`src/rtl/sync_fifo_ctrl.sv`:
```
// Synchronous FIFO controller driving an external RAM with registered read.
// The head word lives in the RAM output register; out_valid tracks whether it is unconsumed.
module sync_fifo_ctrl #(
  parameter int P_DATA_WIDTH = 8,
  parameter int P_ADDR_WIDTH = 4
) (
  input  logic                    clk_i,
  input  logic                    rst_ni,
  input  logic                    flush_i,
  input  logic                    in_valid_i,
  input  logic [P_DATA_WIDTH-1:0] in_data_i,
  output logic                    in_ready_o,
  output logic                    out_valid_o,
  input  logic                    out_ready_i,
  output logic [P_DATA_WIDTH-1:0] out_data_o,
  output logic [P_ADDR_WIDTH:0]   count_o,
  output logic                    ovf_o,
  output logic                    ram_wr_o,
  output logic [P_ADDR_WIDTH-1:0] ram_addr_wr_o,
  output logic [P_DATA_WIDTH-1:0] ram_data_wr_o,
  output logic                    ram_rd_o,
  output logic [P_ADDR_WIDTH-1:0] ram_addr_rd_o,
  input  logic [P_DATA_WIDTH-1:0] ram_data_i
);

  localparam logic [P_ADDR_WIDTH:0] DEPTH_C = (P_ADDR_WIDTH+1)'(2**P_ADDR_WIDTH);

  logic [P_ADDR_WIDTH-1:0] wr_ptr_q, wr_ptr_d, rd_ptr_q, rd_ptr_d;
  logic [P_ADDR_WIDTH:0]   ram_cnt_q, ram_cnt_d;
  logic                    out_valid_q, out_valid_d;
  logic                    ovf_q, ovf_d;
  logic                    push, pop, fetch;

  assign count_o     = ram_cnt_q + {{P_ADDR_WIDTH{1'b0}}, out_valid_q};
  assign in_ready_o  = (count_o < DEPTH_C);
  assign out_valid_o = out_valid_q;
  assign out_data_o  = ram_data_i;
  assign ovf_o       = ovf_q;

  // rst_ni gates push so no RAM write escapes while reset is held.
  assign push  = rst_ni & in_valid_i & in_ready_o & ~flush_i;
  assign pop   = out_valid_q & out_ready_i & ~flush_i;
  assign fetch = (ram_cnt_q != '0) & (~out_valid_q | out_ready_i) & ~flush_i;

  assign ram_wr_o      = push;
  assign ram_addr_wr_o = wr_ptr_q;
  assign ram_data_wr_o = in_data_i;
  assign ram_rd_o      = fetch;
  assign ram_addr_rd_o = rd_ptr_q;

  always_comb begin
    wr_ptr_d    = wr_ptr_q;
    rd_ptr_d    = rd_ptr_q;
    ram_cnt_d   = ram_cnt_q;
    out_valid_d = out_valid_q;
    ovf_d       = ovf_q;
    if (flush_i) begin
      wr_ptr_d    = '0;
      rd_ptr_d    = '0;
      ram_cnt_d   = '0;
      out_valid_d = 1'b0;
      ovf_d       = 1'b0;
    end else begin
      if (push)  wr_ptr_d = wr_ptr_q + P_ADDR_WIDTH'(1);
      if (fetch) rd_ptr_d = rd_ptr_q + P_ADDR_WIDTH'(1);
      case ({push, fetch})
        2'b10:   ram_cnt_d = ram_cnt_q + (P_ADDR_WIDTH+1)'(1);
        2'b01:   ram_cnt_d = ram_cnt_q - (P_ADDR_WIDTH+1)'(1);
        default: ram_cnt_d = ram_cnt_q;
      endcase
      out_valid_d = fetch | (out_valid_q & ~pop);
      if (in_valid_i & ~in_ready_o) ovf_d = 1'b1;
    end
  end

  always_ff @(posedge clk_i or negedge rst_ni) begin
    if (!rst_ni) begin
      wr_ptr_q    <= '0;
      rd_ptr_q    <= '0;
      ram_cnt_q   <= '0;
      out_valid_q <= 1'b0;
      ovf_q       <= 1'b0;
    end else begin
      wr_ptr_q    <= wr_ptr_d;
      rd_ptr_q    <= rd_ptr_d;
      ram_cnt_q   <= ram_cnt_d;
      out_valid_q <= out_valid_d;
      ovf_q       <= ovf_d;
    end
  end

endmodule

```
`config.mk`:
```
export PLATFORM = sky130hd
export DESIGN_NAME = sync_fifo_ctrl
export DESIGN_NICKNAME = d
export VERILOG_FILES = /design/src/rtl/sync_fifo_ctrl.sv
export SDC_FILE = /design/constraint.sdc
export NUM_CORES = 1
export LEC_CHECK = 0
export BUFFER_PORTS_ARGS = -buffer_cell sky130_fd_sc_hd__buf_2
export CAP_MARGIN = 20
export CORE_UTILIZATION = 48
export DETAILED_ROUTE_END_ITERATION = 8
export PLACE_DENSITY = 0.94
export SYNTH_ARGS = -nofsm -noshare
export SYNTH_HDL_FRONTEND = slang
export SYNTH_SLANG_ARGS = --single-unit
```
`constraint.sdc`:
```
create_clock -name clk_i -period 5.2 [get_ports clk_i]
set_clock_uncertainty 0.1 [all_clocks]
set_input_delay 0.78 -clock clk_i [delete_from_list [all_inputs] [get_ports clk_i]]
set_output_delay 0.78 -clock clk_i [all_outputs]
set_load 0.005 [all_outputs]
```
==> out/qor.tcl <==
set qor(grt_first_pass_wirelength_um) 3390
set qor(wire_length_reported_by_the_detailed_router_um) 1940
set qor(num_io_pins) 55
set qor(final-seq-area_um2) 375
set qor(routed-via-count) 781
set qor(worst-endpoint-arrival_ns) 3.36
set qor(worstSetupPathType) {reg2reg}
set qor(die-area_mm2) 0.00242
set qor(number_of_register_bits_inferred_by_synthesis) 15
set qor(critical-path-max-stage-delay_ns) 0.44
set qor(clk_pin_slew_ns) 0.09
set qor(die_h_um) 49.2
set qor(number_of_antenna_violations_at_the_first_check_in_global_routing) 0
set qor(timing_hold_violations_final) 0
set qor(worst_path_dominant_cell_family) {adder cells}
set qor(grt_setup_unrepaired) {no}
set qor(firstDrtPassIters) 1
set qor(postCtsSetupRepairBufs) 0
set qor(crit_chain) {ha_1 > ha_1 > nand3_2 > xnor2_1 > inv_1 > nand3_1 > nand2_1 > fa_1 > nand2b_1 > a21oi_1 > nor3_1 > o21a_1 > a2111oi_1}
set qor(ctsResizeCount) 0
set qor(worst-endpoint-required_ns) 5.27
set qor(layout_common_cells) {22 x sky130_fd_sc_hd__buf_2, 16 x sky130_fd_sc_hd__nor2_1, 15 x sky130_fd_sc_hd__dfrtp_1}
set qor(clock_latency_of_the_later_clocked_register_in_the_worst_skew_pair_ns) 0.28
set qor(routedWlPerCell_um) 13.3
set qor(worst_ir_drop_vdd_v) 0.000295
set qor(detail-route-antenna-nets) 0
set qor(post_route_cells_drive_above_1_share) 0.277
set qor(worst_slew_margin_rel) 0.739
set qor(clkSinkCount) 15
set qor(area_fraction_of_the_dominant_cell_type_after_synthesis) 0.351
set qor(endpoint_kind) {flop}
set qor(placement_rows) 16
set qor(number_of_global_route_vias_before_repair) 783
set qor(setup-tns-final_ns) 0
set qor(static-leakage-power_nw) 0.564
set qor(ys.flop_type) {sky130_fd_sc_hd__dfrtp_1}
set qor(pin_count_of_the_biggest_net_entering_global_routing) 19
set qor(worst-path-max-fanout) 6
set qor(layout_commonest_cell) {sky130_fd_sc_hd__buf_2}
set qor(final.fill_count) 188
set qor(drc) 0
set qor(multi_input_combinational_cell_area_um2) 546
set qor(synth_enable_flop_cells) 0
set qor(synth_fp_nets) 140
set qor(max_cap_viol_count) 0
set qor(area_growth_pct) 3.86
set qor(fp.coreArea_mm2) 0.00202
set qor(synthArstFlopShare) 1.00
set qor(cts_inserted_buffers) 3
set qor(post_synth_num_cell_types) 34
set qor(fmax_mhz) 304
set qor(nets) 149
set qor(post-route-min-period_ns) 3.29
set qor(cts_max_path_buffers) 2
set qor(syn_avg_cell_area_um2) 9.63
set qor(synth_area_leader_cell) {sky130_fd_sc_hd__dfrtp_1}
set qor(hpwl_um) 1520
set qor(final.period_utilization) 0.632
set qor(utilization) 0.549
set qor(synthesis.yosys.warnings) 0
set qor(min-delay-path-class) {in2async}
set qor(cts_tree) {done}
set qor(synthTopCellsByArea) {sky130_fd_sc_hd__dfrtp_1 35%, sky130_fd_sc_hd__buf_4 11%, sky130_fd_sc_hd__ha_1 8.2%}
set qor(start_util) 0.528
set qor(grt.overflow.total) 0
set qor(critical_path_cell_with_the_highest_stage_delay) {sky130_fd_sc_hd__dfrtp_1}
set qor(post_synth_inst_count) 111
set qor(globalRouteTotalUtil) 0.186
set qor(cts_root_buf) {sky130_fd_sc_hd__clkbuf_4}
set qor(cp_common_cell) {sky130_fd_sc_hd__ha_1}
set qor(synth.yosys.seq_area_share) 0.351
set qor(die_w_um) 49.2
set qor(drt_iter0_markers) 0
set qor(clock_tree.htree_level_count) 1
set qor(gp_congestion) 0.914
set qor(cp.buffers_inverters) 1
set qor(cts_hold_buffers) 0
set qor(number_of_inserted_diodes) 0
set qor(power_per_cell_area_mw_per_mm2) 543
set qor(routed_via_density) 5.35
set qor(worstSetupStartpointType) {flop}
set qor(run_status) {completed}
set qor(max_slew.worst_pin.slew_ns) 0.391
set qor(numPortBuffers) 22
set qor(timing_max_transition_violations_final) 0
set qor(syn_area_mm2) 0.00107
set qor(report.final.setup_viol) 0
## Yosys cell counts, types with 2 or more instances
cell type / n
sky130_fd_sc_hd__buf_4: 16
sky130_fd_sc_hd__xnor2_1: 6
sky130_fd_sc_hd__xor2_1: 3
sky130_fd_sc_hd__a21oi_1: 6
sky130_fd_sc_hd__nand2_1: 4
sky130_fd_sc_hd__ha_1: 7
sky130_fd_sc_hd__inv_1: 5
sky130_fd_sc_hd__mux2i_1: 3
sky130_fd_sc_hd__nor2_1: 16
sky130_fd_sc_hd__nor3_1: 2
sky130_fd_sc_hd__dfrtp_1: 15
sky130_fd_sc_hd__o21ai_0: 2
sky130_fd_sc_hd__nand3_1: 5
## logic make-up (layout without fill, tap and decap cells)
logic type | count (synthesis) | in the layout | share of synthesized area
xor gates and xnor gates | 10 | 10 | 0.0890
DFF | 15 | 15 | 0.351
and+or+nand+nor | 37 | 37 | 0.178
adders and majority gates | 8 | 8 | 0.101
AOI/OAI and AO/OA | 14 | 14 | 0.0937
buffers and inverters | 23 | 31 | 0.138
muxes | 4 | 4 | 0.0492
## state kept, by name, indices dropped and copies added (netlist names)
signal and cells:
ovf_o 1, ram_addr_rd_o 4, ram_addr_wr_o 4, ram_cnt_q 5, out_valid_o 1
## routing by layer
| layer | vias to the layer above | wire length, µm | GRT usage |
|---|---|---|---|
| met4 | 0 | 51 | 0.127 |
| met1 | 375 | 843 | 0.222 |
| met5 | - | 0 | 0 |
| met3 | 12 | 98 | 0.0374 |
| li1 | 374 | - | - |
| met2 | 20 | 951 | 0.299 |
## per-stage QoR
stage	worst slack (ns)	hold slack [ns]	area [µm²]	power (mW)	instances
after global routing	1.60	0.316	1110	0.657	146
after CTS	1.88	0.314	1110	0.607	146
after detailed placement	1.92	0.411	1080	0.540	142
after floorplan	2.20	0.384	1070	0.453	111
final	1.91	0.303	1110	0.602	146
after global placement	2.07	0.374	1080	0.525	142
## final timing paths
kind	from	slack, ns	to	cells after the start
setup / recovery	ram_cnt_q[0]	1.91	ram_cnt_q[4]	13
hold / removal	rst_ni	0.30	ram_addr_wr_o[2]	1
setup reg to reg	ram_cnt_q[0]	1.91	ram_cnt_q[4]	13
min in group clk_i	ovf_o	0.43	ovf_o	2
max in group asynchronous	rst_ni	4.41	ram_cnt_q[0]	1
hold reg to reg	ovf_o	0.43	ovf_o	2
## area by class of cell
| cell class | instances | share of cell area |
|---|---|---|
| Timing Repair Buffer | 22 | 0.0992 |
| Inverter | 5 | 0.0169 |
| Multi-Input combinational cell | 73 | 0.492 |
| Clock buffer | 4 | 0.0237 |
| Tap cell | 27 | 0.0304 |
| Sequential cell | 15 | 0.338 |
## where the power goes
part	internal [mW]	leakage (nW)	total (mW)	switching (mW)
clock network	0.0298	0.0150	0.0670	0.0373
registers	0.149	0.201	0.196	0.0472
logic	0.166	0.348	0.339	0.174
total	0.344	0.564	0.602	0.258
Note: power is estimated with default switching activity, not from simulation.
